File: src/rtl/adder_pkg.sv
// Shared sizing for the pipelined adder: default width, depth and chunk split.
package adder_pkg;

    localparam int unsigned DEF_N      = 16;
    localparam int unsigned DEF_STAGES = 4;

    // Bits of the operand added by each pipeline stage.
    function automatic int unsigned chunk_width(input int unsigned n, input int unsigned stages);
        return n / stages;
    endfunction

endpackage

File: src/rtl/adder_stage.sv
// One pipeline slot: adds chunk K of the operands with the carry from the
// previous slot, and holds the operation until the next slot can take it.
module adder_stage
    import adder_pkg::*;
#(
    parameter int unsigned N = DEF_N,
    parameter int unsigned W = chunk_width(DEF_N, DEF_STAGES),
    parameter int unsigned K = 0
) (
    input  logic         clk,
    input  logic         rst_n,
    // upstream side
    input  logic         i_valid,
    output logic         o_ready_c,
    input  logic [N-1:0] i_a,
    input  logic [N-1:0] i_b,
    input  logic [N-1:0] i_sum,
    input  logic         i_carry,
    // downstream side
    output logic         o_valid,
    input  logic         i_ready,
    output logic [N-1:0] o_a,
    output logic [N-1:0] o_b,
    output logic [N-1:0] o_sum,
    output logic         o_carry,
    output logic         o_ovf
);

    localparam int unsigned LO = K * W;

    logic         r_valid;
    logic [N-1:0] r_a;
    logic [N-1:0] r_b;
    logic [N-1:0] r_sum;
    logic         r_carry;
    logic         r_ovf;

    logic [W:0]   w_chunk;
    logic [N-1:0] w_sum_next;
    logic         w_ovf;
    logic         w_load;

    // Chunk add, splice into the partial sum, and overflow from the top bits
    // (only meaningful once the top chunk has been added in the last slot).
    always_comb begin
        w_chunk    = {1'b0, i_a[LO +: W]} + {1'b0, i_b[LO +: W]} + (W+1)'(i_carry);
        w_sum_next = i_sum;
        w_sum_next[LO +: W] = w_chunk[W-1:0];
        w_ovf      = (i_a[N-1] == i_b[N-1]) && (w_sum_next[N-1] != i_a[N-1]);
    end

    // Slot can take new work when empty or when its content leaves this cycle.
    assign o_ready_c = !r_valid || i_ready;
    assign w_load    = i_valid && o_ready_c;

    // Slot registers; data only changes when a new operation lands.
    always_ff @(posedge clk or negedge rst_n) begin
        if (!rst_n) begin
            r_valid <= 1'b0;
            r_a     <= '0;
            r_b     <= '0;
            r_sum   <= '0;
            r_carry <= 1'b0;
            r_ovf   <= 1'b0;
        end else begin
            if (o_ready_c) begin
                r_valid <= i_valid;
            end
            if (w_load) begin
                r_a     <= i_a;
                r_b     <= i_b;
                r_sum   <= w_sum_next;
                r_carry <= w_chunk[W];
                r_ovf   <= w_ovf;
            end
        end
    end

    assign o_valid = r_valid;
    assign o_a     = r_a;
    assign o_b     = r_b;
    assign o_sum   = r_sum;
    assign o_carry = r_carry;
    assign o_ovf   = r_ovf;

endmodule

File: src/rtl/pipelined_adder.sv
// N-bit add/subtract split into STAGES carry-registered chunks with a
// valid/ready handshake on both ends and a combinational ready chain.
module pipelined_adder
    import adder_pkg::*;
#(
    parameter int unsigned N      = DEF_N,
    parameter int unsigned STAGES = DEF_STAGES
) (
    input  logic         clk,
    input  logic         rst_n,
    input  logic         in_valid,
    output logic         in_ready,
    input  logic [N-1:0] a,
    input  logic [N-1:0] b,
    input  logic         cin,
    input  logic         sub,
    output logic         out_valid,
    input  logic         out_ready,
    output logic [N-1:0] sum,
    output logic         cout,
    output logic         ovf
);

    // N must divide evenly by STAGES; each slot handles W bits.
    localparam int unsigned W = chunk_width(N, STAGES);

    logic [N-1:0] w_a     [STAGES+1];
    logic [N-1:0] w_b     [STAGES+1];
    logic [N-1:0] w_sum   [STAGES+1];
    logic         w_carry [STAGES+1];
    logic         w_valid [STAGES+1];
    logic         w_ready [STAGES+1];
    logic         w_ovf   [1:STAGES];

    // Subtract folds into the operation at entry: invert b, force carry-in.
    assign w_a[0]     = a;
    assign w_b[0]     = sub ? ~b : b;
    assign w_sum[0]   = '0;
    assign w_carry[0] = sub ? 1'b1 : cin;
    assign w_valid[0] = in_valid;
    assign w_ready[STAGES] = out_ready;

    // Slot chain, chunk k handled by slot k.
    for (genvar k = 0; k < STAGES; k++) begin : g_stage
        adder_stage #(
            .N (N),
            .W (W),
            .K (k)
        ) u_stage (
            .clk       (clk),
            .rst_n     (rst_n),
            .i_valid   (w_valid[k]),
            .o_ready_c (w_ready[k]),
            .i_a       (w_a[k]),
            .i_b       (w_b[k]),
            .i_sum     (w_sum[k]),
            .i_carry   (w_carry[k]),
            .o_valid   (w_valid[k+1]),
            .i_ready   (w_ready[k+1]),
            .o_a       (w_a[k+1]),
            .o_b       (w_b[k+1]),
            .o_sum     (w_sum[k+1]),
            .o_carry   (w_carry[k+1]),
            .o_ovf     (w_ovf[k+1])
        );
    end

    // Hold off upstream while reset is asserted.
    assign in_ready  = rst_n && w_ready[0];
    assign out_valid = w_valid[STAGES];
    assign sum       = w_sum[STAGES];
    assign cout      = w_carry[STAGES];
    assign ovf       = w_ovf[STAGES];

endmodule

File: config.mk
export PLATFORM = sky130hd
export DESIGN_NAME = pipelined_adder
export DESIGN_NICKNAME = d
export VERILOG_FILES = /design/src/rtl/adder_pkg.sv /design/src/rtl/adder_stage.sv /design/src/rtl/pipelined_adder.sv
export SDC_FILE = /design/constraint.sdc
export NUM_CORES = 1
export LEC_CHECK = 0
export ABC_AREA = 0
export CAP_MARGIN = 25
export CORE_MARGIN = 10
export CORE_UTILIZATION = 39
export DETAILED_ROUTE_END_ITERATION = 10
export GPL_ROUTABILITY_DRIVEN = 0
export PLACE_DENSITY = 0.64
export SETUP_SLACK_MARGIN = 0.1
export SLEW_MARGIN = 30
export SYNTH_ARGS = -nofsm -noshare
export SYNTH_HDL_FRONTEND = slang
export SYNTH_SLANG_ARGS = --single-unit
File: constraint.sdc
create_clock -name clk -period 1.65 [get_ports clk]
set_input_delay 0.165 -clock clk [delete_from_list [all_inputs] [get_ports clk]]
set_output_delay 0.165 -clock clk [all_outputs]
set_load 0.02 [all_outputs]
==> reports/results.tsv, run 1 <==
metric	value	unit
status	finished, violations left	
violations	setup timing	
vias	2478	
num_rows	38	
syn-num-nets	377	
yosysUniqueCellTypes	25	
ys_seq_area_share	56.7	%
grt_pass1_wl	12900	um
cts_tree	built	
cp-start-kind	flip-flop	
hold_violations	0	
stdcell_count	544	
arrival	1.90	ns
synth_area	0.00428	mm2
grt_overflow	0	
path_clk_slew	0.09	ns
cts_buffer_depth	2	
min_period	1.65	ns
reg2regPathDepth	5	
tns	-0.00427	ns
die_h	125	um
start_util	39.7	%
worst_slew_pin_slew	0.499	ns
cts_root_buffer	clkbuf_8	
core-area	0.0108	mm2
whs_path_depth	4	
wl	7530	um
end_kind	flip-flop	
wire_per_inst	13.8	um
rsz0062_at_grt	yes	
area_growth	29.1	%
skew	0.00877	ns
p_leak	2.50	nW
num_io_pins	58	
max_freq	604	MHz
placed_cells	520	
drc	0	
path_class	flip-flop to flip-flop	
rr_startpoint	g_stage[0].u_stage.o_a[4]$_DFFE_PN0P_	
vias_per_cell	4.56	
worstHoldStart	sub	
regToRegSetupSlack	-0.004	ns
power_density	1510	mW/mm2
clock_latency	0.36	ns
layout_commonest_cell	dfrtp_1	
drt_iter0_drc	106	
first_pass_iters	4	
irDropWorstVdd	0.673	mV
cts.sinks	97	
dieWidth	125	um
max_cap_viol_count	0	
syn_inst	319	
num-nets-final	457	
antenna_found_initial	0	
drv_slew	0	
ys_seq_elements	97	
worstHoldEndpoint	g_stage[0].u_stage.o_b[6]$_DFFE_PN0P_	
drive_gt1_share	34.9	%
worstPathMaxFanout	2	
antenna_cells	0	
grt_max_degree	98	
slew_headroom	66.7	%
hp-class	input port to flip-flop	
grt_usage	9.98	%
cts_max_level	3	
cts-buffers-inserted	9	
postSynthAreaPerCell	13.4	um2
ys.warnings.count	0	
dieArea	0.0156	mm2
ant_nets	0	
dp_hpwl	5400	um
setup_viol	1	
crit_required	1.90	ns
setup_slack	-0.00427	ns
port_buffers	57	
reg2reg_to	g_stage[1].u_stage.o_carry$_DFFE_PN0P_	
power	8.36	mW
finalCritPeriodShare	100	%
final_cell_mix	dfrtp_1 (97), mux2_2 (63), clkdlybuf4s50_1 (46)	
grt_pass1_vias	2614	
-- power breakdown --
| group | internal, mW | switching [mW] |
|---|---|---|
| Clock | 0.852 | 0.786 |
| Combinational | 1.72 | 1.34 |
| Sequential | 3.19 | 0.472 |
-- stage by stage --
step / area [um2] / hold WS, ns / utilization (%) / setup WS, ns
2_1_floorplan: 4330 / -0.131 / - / -0.123
3_3_place_gp: 5160 / 0.296 / 47.8 / -0.420
3_5_place_dp: 5160 / 0.301 / 47.8 / -0.473
4_1_cts: 5460 / 0.401 / 50.6 / -0.0112
5_1_grt: 5530 / 0.363 / 51.2 / -0.0579
6_report: 5530 / 0.348 / 51.2 / -0.00427
-- timing repair --
item,in CTS,in global routing
setup buffers,6,1
pin swaps,15,20
gates cloned,0,0
setup endpoints to repair,15,36
hold buffers,1,0
hold endpoints to repair,97,0
resized for setup,25,26
-- area by class of cell --
cell class,instances,area [um2]
clock buffers,11,131
multi-input cells,196,1820
inverters,13,48.8
flip-flops and latches,97,2430
clock inverters,5,80.1
well taps,140,175
repair buffers,82,841
fillers,965,5270
-- state kept, by name (all words and copies together), names as in the netlist --
signal / count
g_stage.u_stage.o_sum: 40
g_stage.u_stage.o_b: 24
g_stage.u_stage.o_ovf: 1
g_stage.u_stage.o_valid: 4
g_stage.u_stage.o_carry: 4
g_stage.u_stage.o_a: 24
-- cell families after synthesis --
kind of cell	Yosys count	synth area share [%]
AOI/OAI and AO/OA	45	6.05
and+or+nand+nor	41	4.68
xor gates and xnor gates	25	5.11
buffers and inverters	26	3.13
muxes	65	17.1
DFF	97	56.7
adders and majority gates	20	7.25
-- worst max path at each step --
| stage | from | end | slack [ns] | cells past startpoint |
|---|---|---|---|---|
| floorplan | sub | g_stage[0].u_stage.o_carry$_DFFE_PN0P_ | -0.12 | 10 |
| global placement | sub | g_stage[0].u_stage.o_carry$_DFFE_PN0P_ | -0.42 | 9 |
| detailed placement | sub | g_stage[0].u_stage.o_carry$_DFFE_PN0P_ | -0.47 | 9 |
| CTS | g_stage[0].u_stage.o_carry$_DFFE_PN0P_ | g_stage[1].u_stage.o_carry$_DFFE_PN0P_ | -0.01 | 5 |
| global route | g_stage[0].u_stage.o_a[4]$_DFFE_PN0P_ | g_stage[1].u_stage.o_carry$_DFFE_PN0P_ | -0.06 | 5 |
| finish | g_stage[0].u_stage.o_a[4]$_DFFE_PN0P_ | g_stage[1].u_stage.o_carry$_DFFE_PN0P_ | -0.004 | 5 |
-- per-layer routing --
metal	up-vias	track usage (%)	part of all wire, %
li1	1233	-	-
met1	1186	12.9	48
met2	49	15.0	46
met3	10	2.47	3.8
met4	0	5.35	2.2
met5	-	0	0
-- cells in the mapped netlist, drive strengths merged --
| master | n | area share, % |
|---|---|---|
| o21ai | 28 | 3.5 |
| a21oi | 8 | 0.94 |
| nand3b | 1 | 0.18 |
| inv | 13 | 1.1 |
| nand2b | 3 | 0.44 |
| xnor2 | 13 | 2.7 |
| ha | 12 | 3.5 |
| o31ai | 1 | 0.18 |
| clkbuf | 1 | 0.12 |
| xor2 | 12 | 2.5 |
| nand2 | 31 | 2.8 |
| fa | 8 | 3.7 |
| dfrtp | 97 | 57 |
| mux2 | 65 | 17 |
| nor2b | 1 | 0.15 |
| a21o | 8 | 1.4 |
| nand4b | 1 | 0.56 |
| or2 | 3 | 0.44 |
| buf | 12 | 1.9 |
| and2 | 1 | 0.15 |
-- critical path, stage by stage (launching register included) --
cell	delay, ns
dfrtp_1	0.42
fa_2	0.41
fa_2	0.35
a21o_1	0.18
a21oi_2	0.12
o21ai_1	0.07
Note: power is estimated with default switching activity, not from simulation.
==> run 2: changes to the inputs <==
- CTS_CLUSTER_DIAMETER: default -> 60
==> results of run 2 <==
Same layout as run 1: the final DEF is identical, and so are final timing and power.
